### config.mk
export PLATFORM = sky130hd
export DESIGN_NAME = reg_bank_flat
export DESIGN_NICKNAME = d
export VERILOG_FILES = /design/src/rtl/reg_bank_if.sv /design/src/rtl/reg_bank.sv /design/src/flat_wrapper.sv
export SDC_FILE = /design/constraint.sdc
export NUM_CORES = 2
export LEC_CHECK = 0
export CAP_MARGIN = 0
export CORE_MARGIN = 10
export CORE_UTILIZATION = 60
export CTS_CLUSTER_DIAMETER = 50
export DETAILED_ROUTE_END_ITERATION = 16
export PLACE_DENSITY = 0.81
export SYNTH_ARGS = -nofsm -noshare
export SYNTH_HDL_FRONTEND = slang
export SYNTH_SLANG_ARGS = --single-unit
### constraint.sdc
create_clock -name clk -period 11.3 [get_ports clk]
set_input_delay 2.26 -clock clk [delete_from_list [all_inputs] [get_ports clk]]
set_output_delay 2.26 -clock clk [all_outputs]
set_load 0.005 [all_outputs]
### src/rtl/reg_bank_if.sv
// Decode/write-back side bundle for reg_bank: read ports, write-back port,
// issue request and the resulting stall / pending-write count.
interface reg_bank_if #(
  parameter int DATA_W   = 32,
  parameter int NUM_REGS = 32,
  parameter int CNT_W    = 6,
  parameter int ADDR_W   = $clog2(NUM_REGS)
);
  logic [ADDR_W-1:0] readReg1;
  logic [ADDR_W-1:0] readReg2;
  logic [DATA_W-1:0] readData1;
  logic [DATA_W-1:0] readData2;
  logic              regWrite;
  logic [ADDR_W-1:0] writeReg;
  logic [DATA_W-1:0] writeData;
  logic              issueValid;
  logic              issueWritesReg;
  logic [ADDR_W-1:0] issueDest;
  logic              issueUses2;
  logic              stall;
  logic [CNT_W-1:0]  busyCount;

  modport master (
    output readReg1, readReg2, regWrite, writeReg, writeData,
           issueValid, issueWritesReg, issueDest, issueUses2,
    input  readData1, readData2, stall, busyCount
  );

  modport slave (
    input  readReg1, readReg2, regWrite, writeReg, writeData,
           issueValid, issueWritesReg, issueDest, issueUses2,
    output readData1, readData2, stall, busyCount
  );
endinterface

### src/rtl/reg_bank.sv
// Architectural register file with pending-write scoreboard and decode stall.
// Optional macro REGBANK_BYPASS_EN enables write-through forwarding on both read ports.
module reg_bank #(
  parameter int DATA_W   = 32,
  parameter int NUM_REGS = 32,
  parameter int CNT_W    = 6,
  parameter int ADDR_W   = $clog2(NUM_REGS)
) (
  input  logic       clk,
  input  logic       rst_n,
  reg_bank_if.slave  bus
);

  logic [DATA_W-1:0]   regs_q [NUM_REGS];
  logic [NUM_REGS-1:0] busy_q;
  logic [NUM_REGS-1:0] busy_d;
  logic [CNT_W-1:0]    count_q;
  logic [CNT_W-1:0]    count_d;

  logic                wr_en_s;
  logic                issue_set_s;
  logic [NUM_REGS-1:0] wr_vec_s;
  logic [NUM_REGS-1:0] set_vec_s;
  logic                bypass1_s;
  logic                bypass2_s;
  logic                haz1_s;
  logic                haz2_s;
  logic                stall_s;
  logic [DATA_W-1:0]   rd1_s;
  logic [DATA_W-1:0]   rd2_s;

  function automatic logic [CNT_W-1:0] popcount(input logic [NUM_REGS-1:0] v);
    logic [CNT_W-1:0] sum;
    sum = {CNT_W{1'b0}};
    for (int i = 0; i < NUM_REGS; i++) begin
      sum = sum + CNT_W'(v[i]);
    end
    return sum;
  endfunction

  assign wr_en_s = bus.regWrite && (bus.writeReg != {ADDR_W{1'b0}});

`ifdef REGBANK_BYPASS_EN
  assign bypass1_s = wr_en_s && (bus.writeReg == bus.readReg1);
  assign bypass2_s = wr_en_s && (bus.writeReg == bus.readReg2);
`else
  assign bypass1_s = 1'b0;
  assign bypass2_s = 1'b0;
`endif

  // Read port data: forwarded write data, hard-wired zero for r0, else stored value.
  always_comb begin
    rd1_s = {DATA_W{1'b0}};
    rd2_s = {DATA_W{1'b0}};
    if (bypass1_s) begin
      rd1_s = bus.writeData;
    end else if (bus.readReg1 == {ADDR_W{1'b0}}) begin
      rd1_s = {DATA_W{1'b0}};
    end else begin
      rd1_s = regs_q[bus.readReg1];
    end
    if (bypass2_s) begin
      rd2_s = bus.writeData;
    end else if (bus.readReg2 == {ADDR_W{1'b0}}) begin
      rd2_s = {DATA_W{1'b0}};
    end else begin
      rd2_s = regs_q[bus.readReg2];
    end
  end

  // Hazard detection and the issue-accept decision.
  always_comb begin
    haz1_s = (bus.readReg1 != {ADDR_W{1'b0}}) && busy_q[bus.readReg1] && !bypass1_s;
    haz2_s = bus.issueUses2 && (bus.readReg2 != {ADDR_W{1'b0}}) &&
             busy_q[bus.readReg2] && !bypass2_s;
    stall_s = bus.issueValid && (haz1_s || haz2_s);
    issue_set_s = bus.issueValid && !stall_s && bus.issueWritesReg &&
                  (bus.issueDest != {ADDR_W{1'b0}});
  end

  // One-hot decode of the write-back target and the newly issued destination.
  always_comb begin
    wr_vec_s  = {NUM_REGS{1'b0}};
    set_vec_s = {NUM_REGS{1'b0}};
    for (int i = 1; i < NUM_REGS; i++) begin
      wr_vec_s[i]  = wr_en_s && (bus.writeReg == ADDR_W'(i));
      set_vec_s[i] = issue_set_s && (bus.issueDest == ADDR_W'(i));
    end
  end

  // Busy next state: a newer producer issuing on the write-back edge keeps the bit set.
  always_comb begin
    busy_d = {NUM_REGS{1'b0}};
    for (int i = 0; i < NUM_REGS; i++) begin
      if (i == 0) begin
        busy_d[i] = 1'b0;
      end else if (set_vec_s[i]) begin
        busy_d[i] = 1'b1;
      end else if (wr_vec_s[i]) begin
        busy_d[i] = 1'b0;
      end else begin
        busy_d[i] = busy_q[i];
      end
    end
    count_d = popcount(busy_d);
  end

  // Scoreboard state and its registered population count.
  always_ff @(posedge clk or negedge rst_n) begin
    if (!rst_n) begin
      busy_q  <= {NUM_REGS{1'b0}};
      count_q <= {CNT_W{1'b0}};
    end else begin
      busy_q  <= busy_d;
      count_q <= count_d;
    end
  end

  // Register storage; entry 0 is never written and stays zero.
  always_ff @(posedge clk or negedge rst_n) begin
    if (!rst_n) begin
      for (int i = 0; i < NUM_REGS; i++) begin
        regs_q[i] <= {DATA_W{1'b0}};
      end
    end else begin
      for (int i = 1; i < NUM_REGS; i++) begin
        if (wr_vec_s[i]) begin
          regs_q[i] <= bus.writeData;
        end
      end
    end
  end

  assign bus.readData1 = rd1_s;
  assign bus.readData2 = rd2_s;
  assign bus.stall     = stall_s;
  assign bus.busyCount = count_q;

endmodule

### src/flat_wrapper.sv
// flat-port wrapper written by rule: the top's interface ports become plain ports
module reg_bank_flat 
#(
  parameter int DATA_W   = 32,
  parameter int NUM_REGS = 32,
  parameter int CNT_W    = 6,
  parameter int ADDR_W   = $clog2(NUM_REGS)
)
  (clk, rst_n, bus_readReg1, bus_readReg2, bus_regWrite, bus_writeReg, bus_writeData, bus_issueValid, bus_issueWritesReg, bus_issueDest, bus_issueUses2, bus_readData1, bus_readData2, bus_stall, bus_busyCount);
  reg_bank_if #(.DATA_W(DATA_W), .NUM_REGS(NUM_REGS), .CNT_W(CNT_W), .ADDR_W(ADDR_W)) bus_i ();
  input  logic clk;
  input  logic rst_n;
  input wire logic [$bits(bus_i.readReg1)-1:0] bus_readReg1;
  input wire logic [$bits(bus_i.readReg2)-1:0] bus_readReg2;
  input wire logic [$bits(bus_i.regWrite)-1:0] bus_regWrite;
  input wire logic [$bits(bus_i.writeReg)-1:0] bus_writeReg;
  input wire logic [$bits(bus_i.writeData)-1:0] bus_writeData;
  input wire logic [$bits(bus_i.issueValid)-1:0] bus_issueValid;
  input wire logic [$bits(bus_i.issueWritesReg)-1:0] bus_issueWritesReg;
  input wire logic [$bits(bus_i.issueDest)-1:0] bus_issueDest;
  input wire logic [$bits(bus_i.issueUses2)-1:0] bus_issueUses2;
  output wire logic [$bits(bus_i.readData1)-1:0] bus_readData1;
  output wire logic [$bits(bus_i.readData2)-1:0] bus_readData2;
  output wire logic [$bits(bus_i.stall)-1:0] bus_stall;
  output wire logic [$bits(bus_i.busyCount)-1:0] bus_busyCount;
  assign bus_i.readReg1 = bus_readReg1;
  assign bus_i.readReg2 = bus_readReg2;
  assign bus_i.regWrite = bus_regWrite;
  assign bus_i.writeReg = bus_writeReg;
  assign bus_i.writeData = bus_writeData;
  assign bus_i.issueValid = bus_issueValid;
  assign bus_i.issueWritesReg = bus_issueWritesReg;
  assign bus_i.issueDest = bus_issueDest;
  assign bus_i.issueUses2 = bus_issueUses2;
  assign bus_readData1 = bus_i.readData1;
  assign bus_readData2 = bus_i.readData2;
  assign bus_stall = bus_i.stall;
  assign bus_busyCount = bus_i.busyCount;
  reg_bank #(.DATA_W(DATA_W), .NUM_REGS(NUM_REGS), .CNT_W(CNT_W), .ADDR_W(ADDR_W)) u_core (.clk(clk), .rst_n(rst_n), .bus(bus_i));
endmodule
### Word-level counts from Yosys, hierarchy flattened

Cells that the tools add are included.

* bits in registers: 1029
* latch bits: 0
* memory bits (writable): 0
* bits in read-only memories: 0
* input port bits: 58
* output and inout bits: 71
* logic and storage cells: 283
* memories: 0

* add/subtract/negate cells: 30
* multiply operators: 0
* divide/modulo/power cells: 0
* order comparisons: 4
* equality and inequality tests: 62
* shifts and indexed selects: 0
* muxes and demuxes: 74
* bitwise gates (word level): 2
* reduce and logical (&&, ||, !) cells: 78

Operators with widths (count)
* 32-bit binary-select mux with 5-bit select: 2
* 32-bit two-way mux: 6
* 6-bit by 1-bit adder with 6-bit output: 29
* 5-bit equality test (second input constant): 32
* 5-bit by 4-bit equality test with 1-bit output (second input constant): 16
* 1-bit logical AND: 70
* 1-bit two-way mux: 64
* 5-bit by 3-bit equality test with 1-bit output (second input constant): 8
* 5-bit by 2-bit equality test with 1-bit output (second input constant): 4
* 5-bit nonzero test: 4
* 6-bit >= comparator (second input constant): 2
* 5-bit by 6-bit < comparator with 1-bit output (second input constant): 2
* 5-bit inverter with 6-bit output: 2
* 1-bit binary-select mux with 5-bit select: 2
* 5-bit by 1-bit equality test with 1-bit output (second input constant): 2
* 5-bit logical NOT: 2
* 1-bit by 1-bit adder with 2-bit output: 1
* 1-bit logical NOT: 1
* 1-bit logical OR: 1

### Depth between registers and ports, before layout

* depth in word-level cells: 41
* depth in mapped cells: 27
* gate-level depth less buffers: 23

### Worst setup path after synthesis

OpenSTA, ideal clock, no wires.

* path type: input to register
* from: input bus_readReg1[0]
* to: register u_core.count_q[4] (netlist: u_core.bus.busyCount[4])
* setup time: 0.080 ns
* data arrival time: 8.086 ns
* required time: 11.220 ns
* setup slack: 3.134 ns
* cell stages on the path: 24
* path buffers: 2
* path through: buf_6 mux4_2 nor2b_1 nor3_1 o31a_1 a31oi_1 buf_2 a32o_1 ha_1 fa_1 inv_1 fa_1 fa_1 inv_1 fa_1 fa_1 inv_1 fa_1 inv_1 ha_1 fa_1 a21o_1 a21oi_1 xnor2_1

* longest elaborated chain between the ends: 41

RTL lines
* start: declaration: line flat_wrapper.sv:13 `input wire logic [$bits(bus_i.readReg1)-1:0] bus_readReg1;`
* 1-bit binary-select mux with 5-bit select: line reg_bank.sv:73 `haz1_s = (bus.readReg1 != {ADDR_W{1'b0}}) && busy_q[bus.readReg1] && !bypass1_s;`
* 1-bit two-way mux (not written as such): line reg_bank.sv:73
* 1-bit logical AND (*): line reg_bank.sv:73
* 1-bit logical OR (*): line reg_bank.sv:76 `stall_s = bus.issueValid && (haz1_s || haz2_s);`
* 1-bit logical AND (*): line reg_bank.sv:76
* 1-bit logical NOT (*): line reg_bank.sv:77 `issue_set_s = bus.issueValid && !stall_s && bus.issueWritesReg &&`
* 1-bit logical AND (*) (3 in series): line reg_bank.sv:77
* 1-bit logical AND (*): line reg_bank.sv:87 `set_vec_s[i] = issue_set_s && (bus.issueDest == ADDR_W'(i));`
* 1-bit two-way mux (*): line reg_bank.sv:97 `end else if (set_vec_s[i]) begin`
* named net u_core.busy_d[1]: line reg_bank.sv:16 `logic [NUM_REGS-1:0] busy_d;`
* 1-bit by 1-bit adder with 2-bit output (*): line reg_bank.sv:36 `sum = sum + CNT_W'(v[i]);`
* 6-bit by 1-bit adder with 6-bit output (*) (29 in series): line reg_bank.sv:36
* named net u_core.count_d[4]: line reg_bank.sv:18 `logic [CNT_W-1:0] count_d;`
* end signal: assignment: line reg_bank.sv:112 `count_q <= {CNT_W{1'b0}};`
* end signal: assignment: line reg_bank.sv:115 `count_q <= count_d;`
* end: declaration: line reg_bank.sv:17 `logic [CNT_W-1:0] count_q;`

The timed path passes the listed nets; every way through them passes the cells marked *. The select of a mux whose other input is x is not followed.
A chain may end at the register's enable or synchronous reset.

### Worst setup path after layout

* from: input bus_readReg2[0]
* to: output bus_readData2[14]

* longest elaborated chain between the ends: 5

RTL lines
* start: declaration: line flat_wrapper.sv:14 `input wire logic [$bits(bus_i.readReg2)-1:0] bus_readReg2;`
* 5-bit inverter with 6-bit output (not written as such): line reg_bank.sv:67 `rd2_s = regs_q[bus.readReg2];`
* 32-bit binary-select mux with 5-bit select: line reg_bank.sv:67
* 32-bit two-way mux (not written as such) (2 in series): line reg_bank.sv:67
* 32-bit two-way mux (*): line reg_bank.sv:64 `end else if (bus.readReg2 == {ADDR_W{1'b0}}) begin`
* end: declaration: line flat_wrapper.sv:23 `output wire logic [$bits(bus_i.readData2)-1:0] bus_readData2;`

Mark *: on every way between the ends. The rest lies on a longest branch, timed or not. The select of a mux whose other input is x is not followed.

==> impl_metrics.ini <==
[floorplan]
start_util = 0.606
core_area_sq_um = 91800
io-pin-count = 129
chipWidth_um = 325
core.rowCount = 111
die_h_um = 325
die_area_sq_um = 105000

[clock_network]
cts_inserted_buffers = 119
cts_tree = done
cts_hold_repair.buffers = 0
htreeDepth = 3
cts.sink_count = 1029
clk_transition_reported_paths_ns = 0.06
clk_latency_ns = 0.70
post_cts.resized_instances = 0
ctsRootBufferMaster = sky130_fd_sc_hd__clkbuf_16
ctsLongestPathBuffers = 3
cts_post_setup_buffers_inserted = 0

[worst_setup_path]
worstSetupPathType = in -> out
worst_endpoint_required_time_ns = 9.04
worst-endpoint-arrival_ns = 6.55
critical_path_peak_fanout = 73
cp-start-kind = input pin
critical_path.endpoint_type = output pin

[sta]
min_period_over_period = 0.779
clock_skew_ns = 0.0102
max_clock_freq_ghz = 0.114
grt_setup_unrepaired = no
worst_slack_ns = 2.49
setup_viol_count_final = 0
tns_ns = 0
max_slew_margin = 0.220
period_needed_ns = 8.81
timing.final.max_slew_violations = 0
final_hold_viol_count = 0
max_slew.worst_pin.slew_ns = 1.17

[flow_run]
maxCapViolations = 0

[placement]
dpl_worst_slack_ns = 1.86
gp_routability_congestion = 0.880
dp_hpwl_mm = 83.0
dp.cells = 4575
port_buffers = 128

[yosys]
synth_xor_area_frac = 0.000472
synth.area.top_cells = sky130_fd_sc_hd__dfrtp_1, sky130_fd_sc_hd__mux4_2, sky130_fd_sc_hd__mux2_2, sky130_fd_sc_hd__clkbuf_1, sky130_fd_sc_hd__a22o_1
asyncSetResetFlopFracSynth = 1.00
yosys_register_bits = 1029
commonest_cells_post_synth = sky130_fd_sc_hd__mux2_2, sky130_fd_sc_hd__dfrtp_1, sky130_fd_sc_hd__mux4_2
yosys.cell_types.count = 45
synth.largest_area_cell = sky130_fd_sc_hd__dfrtp_1
synth_most_common_cell = sky130_fd_sc_hd__mux2_2
synth_enable_flop_cells = 0
syn_area_sq_um = 55700
multiplexer_fraction_of_the_synthesized_cell_area = 0.459
area_share_of_and_or_nand_nor_cells_after_synthesis = 0.0171
most_used_flip_flop_cell_after_synthesis = sky130_fd_sc_hd__dfrtp_1
synth_seq_area_share = 0.463
synth_fa_ha_area_frac = 0.0103
synth-compound-area-share = 0.0202
dominant_combinational_cell_family_by_area_after_synthesis = multiplexers
yosysWarnings = 32
synth_cells = 3510
avg_cell_area_syn_sq_um = 15.9
post-synth-top-area-fraction = 0.463
net_count_of_the_mapped_netlist = 3600

[global_routing]
grt_pass1_wl_mm = 237
first_global_vias = 37605
global_route.overflow_total = 0
grt_use_total = 0.293
grt_antenna_before_repair = 5
grt_start_max_net_pins = 188

[power]
power.static_leakage_uw = 0.0266
irDropWorstVdd_mv = 0.329
power_density_nw_per_um2 = 193

[drt]
detail_route.iter0.violations = 3427
routed_wl_mm = 155
first_pass_iters = 7
drc_errors = 0
post_drt_via_cell_ratio = 7.18
detail-route-antenna-nets = 0
wire_per_inst_um = 32.4
vias = 34420

[cells_and_area]
final_cells = 4792
syn_to_final_growth_pct = 11.2
final_layout_fill_cell_count = 5912
postLayoutCoreUtil = 0.674
post_route_cells_drive_above_1_share = 0.562
finish.net_count = 3543

[outcome]
run_status = finished clean

[worst_hold_path]
min-delay-path-class = reg -> reg
[per-layer routing]
layer | up-vias | share of wire | global-route usage
li1 | 13532 | - | -
met2 | 1687 | 0.50 | 0.484
met5 | - | 0.00023 | 0
met4 | 6 | 0.047 | 0.134
met1 | 18747 | 0.37 | 0.369
met3 | 448 | 0.081 | 0.0648
[kinds of logic after synthesis]
| group | count (synthesis) |
|---|---|
| buffers and inverters | 413 |
| and+or+nand+nor | 214 |
| xor gates and xnor gates | 3 |
| muxes | 1688 |
| DFF | 1029 |
| adders and majority gates | 32 |
| AOI/OAI and AO/OA | 131 |
[final cells by class]
| cell class | instances | area, sq um | share of cell area |
|---|---|---|---|
| antenna | 1 | 2.50 | 0.0000404 |
| clock buffer | 160 | 3440 | 0.0555 |
| clock inverter | 56 | 795 | 0.0128 |
| inverter | 41 | 156 | 0.00253 |
| multi-input combinational | 2068 | 28400 | 0.458 |
| sequential | 1029 | 25700 | 0.416 |
| tap | 1243 | 1560 | 0.0251 |
| timing repair buffer | 194 | 1830 | 0.0295 |
[final timing paths]
kind | from | endpoint | slack [ns] | cells past startpoint
worst max-delay path | bus_readReg2[0] | bus_readData2[14] | 2.49 | 7
worst min-delay path | u_core.regs_q[528]$_DFFE_PN0P_ | u_core.regs_q[528]$_DFFE_PN0P_ | 0.51 | 2
worst max register to register | u_core.busy_q[4]$_DFF_PN0_ | u_core.bus.busyCount[4]$_DFF_PN0_ | 4.38 | 22
worst min register to register | u_core.regs_q[528]$_DFFE_PN0P_ | u_core.regs_q[528]$_DFFE_PN0P_ | 0.51 | 2
max in group asynchronous | rst_n | u_core.regs_q[470]$_DFFE_PN0P_ | 7.30 | 3
min in group asynchronous | rst_n | u_core.bus.busyCount[0]$_DFF_PN0_ | 1.57 | 1
[per-stage QoR]
| step | power, uW | area (sq um) | hold WS [ns] |
|---|---|---|---|
| 2_1_floorplan | 6910 | 55700 | 0.458 |
| 3_3_place_gp | 7640 | 57700 | 0.471 |
| 3_5_place_dp | 7850 | 57700 | 0.493 |
| 4_1_cts | 12000 | 61900 | 0.502 |
| 5_1_grt | 12400 | 61900 | 0.525 |
| 6_report | 12000 | 61900 | 0.507 |
[placed cells by master (no fill, tap or decap), types with 3 or more instances in the layout]
cell type | Yosys | layout
sky130_fd_sc_hd__nor3_1 | 9 | 9
sky130_fd_sc_hd__dfrtp_1 | 1029 | 1029
sky130_fd_sc_hd__nor2_4 | 0 | 8
sky130_fd_sc_hd__clkinvlp_4 | 0 | 3
sky130_fd_sc_hd__nor4_1 | 3 | 3
sky130_fd_sc_hd__buf_8 | 0 | 5
sky130_fd_sc_hd__inv_1 | 41 | 40
sky130_fd_sc_hd__mux2_2 | 1093 | 1093
sky130_fd_sc_hd__buf_4 | 9 | 65
sky130_fd_sc_hd__nand2_2 | 0 | 15
sky130_fd_sc_hd__clkbuf_16 | 0 | 123
sky130_fd_sc_hd__mux2i_1 | 13 | 13
sky130_fd_sc_hd__a21oi_1 | 5 | 5
sky130_fd_sc_hd__clkinv_4 | 0 | 8
sky130_fd_sc_hd__nor2b_1 | 10 | 8
sky130_fd_sc_hd__nand2_1 | 126 | 111
sky130_fd_sc_hd__a32oi_1 | 9 | 9
sky130_fd_sc_hd__ha_1 | 9 | 9
sky130_fd_sc_hd__nand3_1 | 8 | 5
sky130_fd_sc_hd__and2_1 | 9 | 5
sky130_fd_sc_hd__nor2_1 | 26 | 18
sky130_fd_sc_hd__a22oi_1 | 11 | 11
sky130_fd_sc_hd__nand3_2 | 0 | 3
sky130_fd_sc_hd__clkdlybuf4s50_1 | 0 | 118
sky130_fd_sc_hd__buf_12 | 0 | 3
sky130_fd_sc_hd__clkbuf_8 | 0 | 22
sky130_fd_sc_hd__and2_2 | 0 | 4
sky130_fd_sc_hd__inv_6 | 0 | 8
sky130_fd_sc_hd__and3_1 | 4 | 3
sky130_fd_sc_hd__bufinv_16 | 0 | 17
sky130_fd_sc_hd__fa_1 | 23 | 23
sky130_fd_sc_hd__a32o_1 | 19 | 19
sky130_fd_sc_hd__mux4_2 | 582 | 582
sky130_fd_sc_hd__clkbuf_1 | 247 | 15
sky130_fd_sc_hd__a22o_1 | 74 | 74
sky130_fd_sc_hd__nand2b_1 | 9 | 8
sky130_fd_sc_hd__clkinv_2 | 0 | 18
[worst max-delay path, cell delays in order]
cell and delay (ns):
sky130_fd_sc_hd__buf_8 0.55, sky130_fd_sc_hd__buf_4 0.86, sky130_fd_sc_hd__buf_4 0.92, sky130_fd_sc_hd__mux4_2 0.61
sky130_fd_sc_hd__mux4_2 0.52, sky130_fd_sc_hd__mux2_2 0.30, sky130_fd_sc_hd__clkdlybuf4s50_1 0.45
[power breakdown]
part / internal, uW / switching [uW] / total [uW] / leakage, uW
Combinational: 1740 / 1130 / 2870 / 0.0114
Clock: 2520 / 1600 / 4120 / 0.00209
Sequential: 4420 / 557 / 4980 / 0.0132
[state kept, by name, indices dropped and copies added, names as in the netlist]
name and flops:
u_core.regs_q 992, u_core.busy_q 31, u_core.bus.busyCount 6
(Power assumes the default switching activity.)
